File: config.mk
export PLATFORM = sky130hd
export DESIGN_NAME = gps_lut_bracket_ctrl
export DESIGN_NICKNAME = d
export VERILOG_FILES = /design/src/rtl/gps_lut_pkg.sv /design/src/rtl/gps_rr_arb2.sv /design/src/rtl/gps_lut_bracket_ctrl.sv
export SDC_FILE = /design/constraint.sdc
export NUM_CORES = 1
export LEC_CHECK = 0
export CORE_MARGIN = 5
export CORE_UTILIZATION = 50
export CTS_CLUSTER_DIAMETER = 120
export DETAILED_ROUTE_END_ITERATION = 8
export PLACE_DENSITY_LB_ADDON = 0.05
export SLEW_MARGIN = 10
export SYNTH_ARGS = -nofsm -noshare
export SYNTH_HDL_FRONTEND = slang
export SYNTH_SLANG_ARGS = --single-unit
File: constraint.sdc
create_clock -name i_clk -period 17.77 [get_ports i_clk]
set_input_delay 3.554 -clock i_clk [delete_from_list [all_inputs] [get_ports i_clk]]
set_output_delay 3.554 -clock i_clk [all_outputs]
set_load 0.02 [all_outputs]
File: src/rtl/gps_lut_pkg.sv
// gps_lut_pkg: shared types and table geometry for the GPS LUT bracket search controllers
package gps_lut_pkg;

    typedef enum logic [1:0] {
        ST_IDLE,
        ST_ISSUE,
        ST_SCAN,
        ST_RESP
    } state_t;

    localparam int COS_ADDR_W  = 7;
    localparam int COS_DEPTH   = 128;
    localparam int COS_KEY_W   = 48;
    localparam int COS_VAL_W   = 48;

    localparam int ASIN_ADDR_W = 6;
    localparam int ASIN_DEPTH  = 64;
    localparam int ASIN_KEY_W  = 64;
    localparam int ASIN_VAL_W  = 64;

endpackage

File: src/rtl/gps_rr_arb2.sv
// gps_rr_arb2: two-way round-robin arbiter with one-hot grant
// Ports:
//   i_clk    rising-edge clock
//   i_reset  asynchronous active-high reset (requester 0 gets priority)
//   i_en     grants allowed this cycle
//   i_req    request vector {req1, req0}
//   o_grant  one-hot grant, zero when disabled or idle
module gps_rr_arb2 (
    input  logic       i_clk,
    input  logic       i_reset,
    input  logic       i_en,
    input  logic [1:0] i_req,
    output logic [1:0] o_grant
);

    // r_prio set means requester 1 wins a tie
    logic r_prio;

    always_comb
        o_grant = !i_en ? 2'b00 : (i_req == 2'b11) ? (r_prio ? 2'b10 : 2'b01) : i_req;

    // Pointer moves only on an actual grant, towards the requester not just served
    always_ff @(posedge i_clk or posedge i_reset)
        if (i_reset)
            r_prio <= 1'b0;
        else if (|o_grant)
            r_prio <= o_grant[0];

endmodule

File: src/rtl/gps_lut_bracket_ctrl.sv
// gps_lut_bracket_ctrl: arbitrated linear search of a monotonic LUT returning bracketing entries
// Ports:
//   i_clk, i_reset               clock, asynchronous active-high reset
//   i_reqN_valid/i_reqN_key      requester N key (N = 0, 1)
//   o_reqN_ready                 key N accepted this cycle (IDLE only, at most one)
//   o_rom_addr / i_rom_data      synchronous ROM port, data {x,y} one cycle after address
//   o_rsp_valid / i_rsp_ready    bracket result handshake
//   o_rsp_id, o_rsp_idx          requester served, index of lower entry
//   o_rsp_x0/y0, o_rsp_x1/y1     lower and upper entries
//   o_rsp_exact, o_rsp_clamp     key equals an x / key outside the table
//   o_busy                       controller not idle
// Optional feature: define GPS_LUT_HINT_EN to start each search at the previous lower index
// when the new key is not below that entry's x.
module gps_lut_bracket_ctrl
    import gps_lut_pkg::*;
#(
    parameter int ADDR_W = COS_ADDR_W,
    parameter int DEPTH  = COS_DEPTH,
    parameter int KEY_W  = COS_KEY_W,
    parameter int VAL_W  = COS_VAL_W
) (
    input  logic                   i_clk,
    input  logic                   i_reset,
    input  logic                   i_req0_valid,
    input  logic [KEY_W-1:0]       i_req0_key,
    output logic                   o_req0_ready,
    input  logic                   i_req1_valid,
    input  logic [KEY_W-1:0]       i_req1_key,
    output logic                   o_req1_ready,
    output logic [ADDR_W-1:0]      o_rom_addr,
    input  logic [KEY_W+VAL_W-1:0] i_rom_data,
    output logic                   o_rsp_valid,
    input  logic                   i_rsp_ready,
    output logic                   o_rsp_id,
    output logic [ADDR_W-1:0]      o_rsp_idx,
    output logic [KEY_W-1:0]       o_rsp_x0,
    output logic [VAL_W-1:0]       o_rsp_y0,
    output logic [KEY_W-1:0]       o_rsp_x1,
    output logic [VAL_W-1:0]       o_rsp_y1,
    output logic                   o_rsp_exact,
    output logic                   o_rsp_clamp,
    output logic                   o_busy
);

    localparam logic [ADDR_W-1:0] LAST = ADDR_W'(DEPTH - 1);

    state_t            r_state, w_next;
    logic              w_idle;
    logic [1:0]        w_grant;
    logic [KEY_W-1:0]  w_key_sel, w_x, r_key, r_px;
    logic [VAL_W-1:0]  w_y, r_py;
    logic [ADDR_W-1:0] r_idx, w_start, w_next_addr, w_res_idx;
    logic              w_hit, w_last, w_exact, w_both, w_done;

    gps_rr_arb2 u_arb (
        .i_clk   (i_clk),
        .i_reset (i_reset),
        .i_en    (w_idle),
        .i_req   ({i_req1_valid, i_req0_valid}),
        .o_grant (w_grant)
    );

    assign o_req0_ready = w_grant[0];
    assign o_req1_ready = w_grant[1];
    assign w_key_sel    = w_grant[1] ? i_req1_key : i_req0_key;

    // r_idx is the index whose entry is on i_rom_data during SCAN
    assign w_x         = i_rom_data[KEY_W+VAL_W-1:VAL_W];
    assign w_y         = i_rom_data[VAL_W-1:0];
    assign w_hit       = w_x >= r_key;
    assign w_exact     = w_x == r_key;
    assign w_last      = r_idx == LAST;
    assign w_done      = (r_state == ST_SCAN) && (w_hit || w_last);
    // Exact match, below-range (hit at 0) and above-range (no hit) return a single entry
    assign w_both      = w_exact || !w_hit || r_idx == '0;
    assign w_res_idx   = w_both ? r_idx : r_idx - 1'b1;
    assign w_next_addr = (o_rom_addr == LAST) ? LAST : o_rom_addr + 1'b1;

`ifdef GPS_LUT_HINT_EN
    logic [ADDR_W-1:0] r_hint_idx;
    logic [KEY_W-1:0]  r_hint_x;

    assign w_start = (w_key_sel >= r_hint_x) ? r_hint_idx : '0;

    always_ff @(posedge i_clk or posedge i_reset)
        if (i_reset) begin
            r_hint_idx <= '0;
            r_hint_x   <= '0;
        end else if (w_done) begin
            r_hint_idx <= w_res_idx;
            r_hint_x   <= w_both ? w_x : r_px;
        end
`else
    assign w_start = '0;
`endif

    always_ff @(posedge i_clk or posedge i_reset)
        if (i_reset)
            r_state <= ST_IDLE;
        else
            r_state <= w_next;

    always_comb begin
        w_next = r_state;
        case (r_state)
            ST_IDLE:  w_next = |w_grant ? ST_ISSUE : ST_IDLE;
            ST_ISSUE: w_next = ST_SCAN;
            ST_SCAN:  w_next = w_done ? ST_RESP : ST_SCAN;
            ST_RESP:  w_next = i_rsp_ready ? ST_IDLE : ST_RESP;
            default:  w_next = ST_IDLE;
        endcase
    end

    always_comb begin
        w_idle      = r_state == ST_IDLE;
        o_busy      = !w_idle;
        o_rsp_valid = r_state == ST_RESP;
    end

    always_ff @(posedge i_clk or posedge i_reset) begin
        if (i_reset) begin
            r_key       <= '0;
            r_px        <= '0;
            r_py        <= '0;
            r_idx       <= '0;
            o_rom_addr  <= '0;
            o_rsp_id    <= 1'b0;
            o_rsp_idx   <= '0;
            o_rsp_x0    <= '0;
            o_rsp_y0    <= '0;
            o_rsp_x1    <= '0;
            o_rsp_y1    <= '0;
            o_rsp_exact <= 1'b0;
            o_rsp_clamp <= 1'b0;
        end else begin
            if (w_idle && |w_grant) begin
                r_key      <= w_key_sel;
                o_rsp_id   <= w_grant[1];
                o_rom_addr <= w_start;
            end
            // Pipeline: the address issued in cycle n is compared in cycle n+1
            if (r_state == ST_ISSUE) begin
                r_idx      <= o_rom_addr;
                o_rom_addr <= w_next_addr;
            end
            if (r_state == ST_SCAN && !w_done) begin
                r_idx      <= r_idx + 1'b1;
                r_px       <= w_x;
                r_py       <= w_y;
                o_rom_addr <= w_next_addr;
            end
            if (w_done) begin
                o_rsp_idx   <= w_res_idx;
                o_rsp_x0    <= w_both ? w_x : r_px;
                o_rsp_y0    <= w_both ? w_y : r_py;
                o_rsp_x1    <= w_x;
                o_rsp_y1    <= w_y;
                o_rsp_exact <= w_exact;
                o_rsp_clamp <= w_both && !w_exact;
            end
        end
    end

endmodule

==> results of run 1 <==
[power groups by stage]
stage / Sequential, W / Clock [W] / Combinational [W]
after floorplan: 0.00176 / 0 / 0.00118
after global placement: 0.00148 / 0 / 0.00224
after detailed placement: 0.00151 / 0 / 0.00228
after CTS: 0.00150 / 0.000892 / 0.00230
after global routing: 0.00155 / 0.000924 / 0.00247
final: 0.00150 / 0.000875 / 0.00227
[kinds of logic after synthesis]
logic type                 Yosys count  synth area share [%]
AOI/OAI and AO/OA                  224                  9.03
muxes                              193                  13.4
and+or+nand+nor                    534                  13.4
xor gates and xnor gates             3                 0.162
adders and majority gates           52                  4.01
DFF                                363                  56.1
buffers and inverters              146                  3.96
[flip-flops by register name, summed over array words and instances (netlist names)]
| name | flops |
|---|---|
| o_rsp_y1 | 48 |
| r_idx | 7 |
| o_rsp_idx | 7 |
| r_py | 48 |
| o_rsp_id | 1 |
| r_state | 2 |
| o_rsp_y0 | 48 |
| o_rsp_x1 | 48 |
| o_rsp_clamp | 1 |
| r_px | 48 |
| u_arb.r_prio | 1 |
| o_rom_addr | 7 |
| r_key | 48 |
| o_rsp_exact | 1 |
| o_rsp_x0 | 48 |
[metrics by stage]
step           hold WS (ps)  cell area, um^2  instances
2_1_floorplan           460            16200       1515
5_1_grt                 516            22000       2359
4_1_cts                 508            22000       2357
3_3_place_gp            460            20600       2291
3_5_place_dp            493            20600       2291
6_report                503            22000       2360
[per-layer routing]
layer	share of wire (%)	up-vias	track usage [%]
li1	-	5986	-
met2	48	374	39.9
met3	7.5	84	7.14
met1	42	6087	31.1
met4	2.4	22	6.07
met5	0.32	-	0
[layout make-up]
class	instances	area [um^2]	share of cell area, %
clock inverters	12	220	1.00
clock buffers	54	1170	5.31
inverters	58	225	1.02
multi-input cells	1006	6520	29.6
well taps	442	553	2.52
repair buffers	422	4200	19.1
flip-flops and latches	363	9080	41.3
diodes	3	7.51	0.0342
[cells in the final DEF, fill, tap and decap left out, drive strengths merged, types with 4 or more instances in the layout]
cell type      netlist  routed
o21ai                9       9
nand4               18      18
nor3                 7       7
nand3                8       8
mux2               193     193
nor2               167     167
and3                 4       4
clkbuf              28      54
inv                 58      59
nand2b               4       4
nor4                 5       5
buf                 60      13
a31oi              148     148
ha                  52      52
dfrtp              363     363
a311oi               4       4
nand2              308     308
bufinv               0       6
clkinv               0       4
clkdlybuf4s50        0     409
a21oi               33      33
[worst max path at each step]
stage                     slack [ps]                        end
after detailed placement        8110               o_req0_ready
after global routing            7980               o_req0_ready
final                           8130               o_req0_ready
after floorplan                 4140  o_rom_addr[0]$_DFFE_PP0P_
after global placement          8140               o_req0_ready
after CTS                       8110               o_req0_ready
==> metrics.txt, run 1 <==
status=complete, no violations; Setup crit end kind=output port; R2R cell count=9; routed len/inst=18.6 um; Hold Path Origin=o_rsp_x1[25]$_DFFE_PP0P_; min cycle time layout=9640 ps; buffer levels on the longest clock path=3; Post-CTS Hold Fix Bufs=0; setup ws final=8130 ps; Avg Inst Size Synth=10.7 um^2; number of synthesized flops with an enable pin=0; Crit path arrival time=6090 ps; Switching Share=38.1%; CTS resizes=0; synth warn=0; Clk pwr share=18.9%; Tightest Hold Check Type=reg2reg; Fmax=0.104 GHz; first-pass GRT wire length=70.1 mm; Yosys reg bits=around 360; Top delay family on crit path=buffers and inverters; worst-path fanout max=52; worst-skew pair later-pin latency=520 ps; R2R Setup Slk=between 10,000 and 15,000 ps; FILL cells=2,481; Synth cell types=57; # nets final=2,141; Logic pwr share=approximately half; CTS root buf=clkbuf_16; top cells by area, synth=dfrtp_1 56%, mux2_2 13%, nand2_1 7.1%; post-route ant nets=0; # DRC=0; initial antenna violation count=13; drt first pass iters=5; Die W=190 um; Lkg Pwr=9.43 nW; Post-Route Skew=~16 ps; Reg-to-Reg Start=r_key[41]$_DFFE_PP0P_; slowest cell on the critical path=inv_2; final wirelength=43.9 mm; clock slew at reported path FFs=50 ps; Final Util=68.1%; sequential share of power=32.3%; Max VDD drop=roughly 130 uV; die height=190 um; postcts setup bufs=0; Worst Path Buf+Inv=4; pin count of the biggest net entering global routing=168; final setup fails=0; Hold Path Stages=1; Max Slew Vio Count=0; FFs w/ async S/R, synth=100%; P&R area growth vs syn=35.6%; CTS sink cnt=363; std cell rows=66; most instantiated cells after synthesis=363 x dfrtp_1, 308 x nand2_1, 192 x mux2_2, 166 x nor2_1, 147 x a31oi_1; RSZ-0062 raised after global routing=no; Remaining Overflow, GRT=0; layout cells sized above 1=14.7%; most frequent cell after synthesis=dfrtp_1; hold endpoint=o_rsp_x1[25]$_DFFE_PP0P_; most used cell, CP=clkdlybuf4s50_1; Net Sw Power=0.00177 W; die area=36,100 um^2; Post-Synthesis Cell Area=16,200 um^2; Hold Vio Cnt, Final=0; Max-Cap Viols=0; vias in the first global route=~13,000; Cell Pwr Density=211 nW/um^2; Via Count=between 10,000 and 15,000; CTS tree=yes; Total GRT Usage=24.0%; Initial Util=50.2%; CTS Buf Count=41; post-synth net total=1,764; Req. time, crit path=between 10,000 and 15,000 ps; Synth top area share=56.1%; H-tree lvl count=2; Rel. slew slack=34.6%; CP Launch Type=primary input; Fin Setup TNS=0 ps; period utilization=54.3%; instance count of the mapped netlist=1,515; core area=32,300 um^2; post-synth top area cell=dfrtp_1; Worst-Margin Slew=980 ps; Internal Pwr Total=0.00287 W; Detailed Route Iter0 Violations=767; launch point of the worst path=i_req1_valid; post-synthesis sequential area ratio=56.1%; placed wire-length estimate=around 30 mm; Top FF cell, synth=dfrtp_1; Placer Congestion=just over 0.8; number of cells on the critical path=6; CP peak stage delay=760 ps; I/O Buffers=409; Tot Pwr=0.00464 W; pre-CTS setup slack=8110 ps; critical path cell sequence=clkdlybuf4s50_1, nand2_1, nand3_2, buf_4, inv_2, clkdlybuf4s50_1; CP Class=in2out; DR vias/cell=between 5 and 6; I/O Pins=410; FF-to-FF End=o_rsp_x1[30]$_DFFE_PP0P_
No activity file was read; power rests on OpenSTA's default activity.
==> run 2: changes to the inputs <==
Clock period 17.77 ns to 9.98 ns, I/O delays scaled along.
==> run 2 against run 1 <==
Compared with the run above:
- clock-buffer cell count grew 8
- design area down 0.24%
- global-route usage is 0.094 points higher
==> metrics.txt, run 2 (synthesis gave the netlist of run 1 again) <==
status=complete, no violations; final setup fails=0 (unchanged); Tightest Hold Check Type=reg2reg; worst-path fanout max=187 (+260%); I/O Buffers=409 (unchanged); CTS tree=yes; H-tree lvl count=2 (unchanged); cell area after placement=20,600 um^2 (about the same); Max-Cap Viols=0 (unchanged); Max VDD drop=252 uV (+95%); Placer Congestion=0.845 (+1.7%); final instance area=21,900 um^2 (-0.24%); CTS resizes=0 (unchanged); Seq. cell area=9080 um^2 (unchanged); Cell Pwr Density=374 nW/um^2 (+77%); min cycle time layout=~6000 ps; footprint of the multi-input gates=6520 um^2 (unchanged); CTS Buf Count=40 (-2.4%); leading cell type in the layout, fill and taps excluded=clkdlybuf4s50_1; CTS sink cnt=363 (unchanged); Setup crit end kind=flop; Max Slew Vio Count=0 (unchanged); Initial Util=50.2% (unchanged); placed wire-length estimate=30.9 mm (+1.6%); initial antenna violation count=7 (-6); FILL cells=2,463 (-0.73%); clock slew at reported path FFs=60 ps (about the same); die area=36,100 um^2 (unchanged); # placed instances=2,289 (-0.087%); period utilization=between 60 and 70%; first-pass GRT wire length=69.7 mm (-0.47%); hold_ws=486 ps (-17.4 ps); worst-skew pair later-pin latency=530 ps (about the same); DR vias/cell=5.32 (about the same); routed len/inst=18.8 um (+1.2%); layout cells sized above 1=14.6% (-0.067 points); Hold Vio Cnt, Final=0 (unchanged); most frequent cells in the layout=409 x clkdlybuf4s50_1, 363 x dfrtp_1, 308 x nand2_1; Fin Setup TNS=0 ps (unchanged); Non-Filler Instances=2,360 (unchanged); std cell rows=66 (unchanged); Remaining Overflow, GRT=0 (unchanged); Via Count=12,600 (+0.016%); CTS root buf=clkbuf_16; Post-Route Skew=15.7 ps (-0.0598 ps); Fmax=roughly 0.17 GHz; Detailed Route Iter0 Violations=790 (+3.0%); # nets final=2,138 (-0.14%); Lkg Pwr=9.40 nW (-0.36%); Req. time, crit path=10,380 ps (-3840 ps); P&R area growth vs syn=35.3%; CP Class=in2reg; drt first pass iters=5 (unchanged); die height=190 um (unchanged); Crit path arrival time=6400 ps (+310 ps); Final Util=67.9% (-0.16 points); post-route ant nets=0 (unchanged); buffer levels on the longest clock path=3 (unchanged); core area=32,300 um^2 (unchanged); # DRC=0 (unchanged); pin count of the biggest net entering global routing=188 (+12%); final wirelength=44.5 mm (+1.2%); postcts setup bufs=0 (unchanged); vias in the first global route=12,800 (+0.48%); I/O Pins=410 (unchanged); CP Launch Type=primary input; RSZ-0062 raised after global routing=no; Worst-Margin Slew=1130 ps (+153 ps); Post-CTS Hold Fix Bufs=0 (unchanged); R2R Setup Slk=5680 ps (-7630 ps); Rel. slew slack=24.2% (-10 points); Die W=190 um (unchanged); Total GRT Usage=24.1% (+0.094 points)
run 2: cell count changes in the layout (fill, tap and decap cells not counted), moves of 2 or more:
cell,before,now
clkbuf_1,6,9
buf_12,1,4
bufinv_16,6,2
diode_2,3,1
clkbuf_8,5,13
clkbuf_16,43,40
buf_4,12,7
run 2: layout make-up:
type / count / area share, %
sequential: 363 / 41.4
inverter: 58 / 1.01
timing repair buffer: 420 / 19.3
tap: 442 / 2.52
antenna: 1 / 0.0114
clock buffer: 62 / 5.54
clock inverter: 8 / 0.491
multi-input combinational: 1006 / 29.7
run 2: worst paths after layout:
check / cells past startpoint / startpoint / to
worst min register to register: 2 / o_rsp_id$_DFFE_PP0P_ / o_rsp_id$_DFFE_PP0P_
worst max-delay path: 8 / i_rom_data[90] / o_rsp_x1[32]$_DFFE_PP0P_
min in group asynchronous: 2 / i_reset / o_rom_addr[6]$_DFFE_PP0P_
max in group asynchronous: 3 / i_reset / r_py[40]$_DFFE_PP0P_
worst min-delay path: 2 / o_rsp_id$_DFFE_PP0P_ / o_rsp_id$_DFFE_PP0P_
worst max register to register: 8 / r_key[44]$_DFFE_PP0P_ / o_rsp_x1[32]$_DFFE_PP0P_
run 2: where the power goes:
part | internal (W) | switching, W
logic | 0.00189 | 0.00216
clock network | 0.000887 | 0.000584
registers | 0.00225 | 0.000417
run 2: metrics by stage:
stage | total power [W] | setup slack [ps]
floorplan | 0.00524 | 3120
global placement | 0.00667 | 3490
detailed placement | 0.00679 | 3400
CTS | 0.00828 | 3980
global route | 0.00874 | 3690
finish | 0.00819 | 3980
run 2: worst max-delay path, cell delays in order:
cell and delay (ps):
clkdlybuf4s50_1 580, ha_1 390, nand4_1 170, nor4_1 490
nand4_1 510, a31oi_4 1010, buf_12 620, mux2_2 420
run 2: metal layers:
metal	part of all wire (%)	global-route usage [%]
met5	0.17	0
met4	3.5	8.04
met3	7.0	6.26
met2	47	38.9
met1	43	31.9
==> run 3: changes to the inputs <==
Clock period 9.98 ns to 5.9 ns, I/O delays scaled along.
==> run 3 against run 2 <==
Compared with the run above:
- register-to-register slack worse by 3300 ps
- worst setup slack worse by 2500 ps
- largest power group unchanged
- hold slack better by 17 ps
- critical path type unchanged
- global-route usage shrank 0.30 points
- final cell count up 0.30%
- sequential share of layout area shrank 0.068 points
- routed wire length down 0.66%
- largest cell class unchanged
- sequential cell count unchanged
==> metrics.txt, run 3 (synthesis gave the netlist of run 1 again) <==
Max Slew Vio Count=0 (unchanged); CTS sink cnt=363 (unchanged); Rel. slew slack=33.1% (+8.8 points); hold_ws=503 ps (+16.8 ps); leading cell type in the layout, fill and taps excluded=clkdlybuf4s50_1; Remaining Overflow, GRT=0 (unchanged); Fin Setup TNS=0 ps (unchanged); die height=190 um (unchanged); sequential share of power=32.6% (about the same); buffer levels on the longest clock path=3 (unchanged); Switching Share=38.8% (+0.21 points); Hold Vio Cnt, Final=0 (unchanged); most used cell, CP=nand4_1; Cell Pwr Density=631 nW/um^2 (+69%); final instance area=22,000 um^2 (+0.17%); Tot Pwr=0.0139 W (+69%); CP Class=in2reg; Lkg Pwr=9.43 nW (+0.34%); CTS tree=yes; Via Count=12,700 (+1.2%); initial antenna violation count=5 (-2); period utilization=75.2%; core area=32,300 um^2 (unchanged); placed wire-length estimate=31.0 mm (+0.48%); most frequent cells in the layout=409 x clkdlybuf4s50_1, 363 x dfrtp_1, 308 x nand2_1; Tightest Hold Check Type=reg2reg; launch point of the worst path=i_rom_data[62]; H-tree lvl count=2 (unchanged); Req. time, crit path=6310 ps (-4070 ps); CTS root buf=clkbuf_16; CP peak stage delay=690 ps (-320 ps); Max-Cap Viols=0 (unchanged); Hold Path Stages=1 (-1); CP Launch Type=primary input; std cell rows=66 (unchanged); FF-to-FF End=o_rsp_y1[31]$_DFFE_PP0P_; worst-skew pair later-pin latency=530 ps (about the same); final setup fails=0 (unchanged); Max VDD drop=246 uV (-2.4%); R2R Setup Slk=2330 ps (-3350 ps); I/O Pins=410 (unchanged); pin count of the biggest net entering global routing=138 (-27%); first-pass GRT wire length=69.2 mm (-0.79%); Worst-Margin Slew=1000 ps (-132 ps); layout cells sized above 1=15.0% (+0.36 points); Top delay family on crit path=simple AND/OR/NAND/NOR gates; DR vias/cell=5.37 (+0.94%); vias in the first global route=12,500 (-2.0%); # DRC=0 (unchanged); final wirelength=44.2 mm (-0.66%); postcts setup bufs=0 (unchanged); FILL cells=2,482 (+0.77%); Post-CTS Hold Fix Bufs=0 (unchanged); Crit path arrival time=4840 ps (-1560 ps); Detailed Route Iter0 Violations=900 (+14%); drt first pass iters=5 (unchanged); Placer Congestion=0.868 (+2.8%); RSZ-0062 raised after global routing=no; routed len/inst=18.7 um (-0.96%); Post-Route Skew=10.0 ps (-5.73 ps); I/O Buffers=409 (unchanged); status=complete, no violations; Seq. cell area=9080 um^2 (unchanged); clock slew at reported path FFs=60 ps (about the same); P&R area growth vs syn=35.5%; CTS Buf Count=39 (-2.5%); Worst Path Buf+Inv=2 (unchanged); # placed instances=2,295 (+0.26%); critical path cell sequence=clkdlybuf4s50_1, ha_1, nand4_1, nor4_1, nand4_1, a31oi_4, buf_12, mux2_2; hold endpoint=o_rsp_x1[25]$_DFFE_PP0P_; Fmax=around 0.23 GHz; Total GRT Usage=23.8% (-0.30 points); min cycle time layout=between 4000 and 5000 ps; Reg-to-Reg Start=r_key[15]$_DFFE_PP0P_; worst-path fanout max=91 (-51%); cell area after placement=20,700 um^2 (+0.46%); Hold Path Origin=o_rsp_x1[25]$_DFFE_PP0P_; Initial Util=50.2% (unchanged); Internal Pwr Total=0.00848 W (+69%); post-route ant nets=0 (unchanged); Die W=190 um (unchanged); CTS resizes=0 (unchanged); R2R cell count=8 (unchanged); Setup crit end kind=flop; footprint of the multi-input gates=6520 um^2 (unchanged); Net Sw Power=0.00538 W (+70%); slowest cell on the critical path=nor4_1; Non-Filler Instances=2,367 (+0.30%); die area=36,100 um^2 (unchanged); # nets final=2,143 (+0.23%); Logic pwr share=49.9% (+0.4 points); Clk pwr share=17.5% (-0.5 points); number of cells on the critical path=8 (unchanged)
## run 3: cell count changes in the layout (fill, tap and decap cells not counted), sizes merged
cell      before  now
clkinv         4   16
clkinvlp       2    1
clkbuf        62   51
buf           11   17
bufinv         2    3
## run 3: worst register-to-register path, cell delays in order (launching register included)
cell and delay (ps):
dfrtp_1 340, inv_1 40, ha_1 300, nand4_1 150, nor4_1 690, nand4_1 510
a31oi_4 570, buf_12 390, mux2_2 460
## run 3: power by group through the flow
stage	sequential [W]	clock [W]	combinational (W)
2_1_floorplan	0.00531	0	0.00355
6_report	0.00451	0.00242	0.00692
4_1_cts	0.00452	0.00247	0.00700
3_5_place_dp	0.00455	0	0.00697
5_1_grt	0.00468	0.00257	0.00753
3_3_place_gp	0.00450	0	0.00684
## run 3: how the worst max path moves through the flow
stage | endpoint | slack [ps]
2_1_floorplan | o_rom_addr[0]$_DFFE_PP0P_ | -150
3_3_place_gp | o_rsp_x1[25]$_DFFE_PP0P_ | 990
3_5_place_dp | o_rsp_x1[5]$_DFFE_PP0P_ | 970
4_1_cts | o_rsp_x1[5]$_DFFE_PP0P_ | 1490
5_1_grt | o_rsp_x1[5]$_DFFE_PP0P_ | 1300
6_report | o_rsp_y1[31]$_DFFE_PP0P_ | 1470
## run 3: routing by layer
metal | GRT usage [%] | vias to the layer above | share of wire (%)
met5 | 0 | - | 0.12
met4 | 6.20 | 8 | 2.4
met3 | 6.61 | 77 | 7.6
met2 | 38.6 | 403 | 48
met1 | 31.8 | 6227 | 42
li1 | - | 5996 | -
## run 3: cell type report
| class | count | share of cell area, % |
|---|---|---|
| clock buffers | 51 | 4.88 |
| repair buffers | 426 | 19.7 |
| multi-input cells | 1006 | 29.7 |
| flip-flops and latches | 363 | 41.4 |
| well taps | 442 | 2.52 |
| inverters | 58 | 1.01 |
| clock inverters | 20 | 0.866 |
| diodes | 1 | 0.0114 |
## run 3: per-stage QoR
stage | worst slack, ps | util [%]
final | 1470 | 68.0
after global routing | 1300 | 68.0
after CTS | 1490 | 68.0
after detailed placement | 966 | 64.1
after global placement | 991 | 64.1
after floorplan | -148 | -
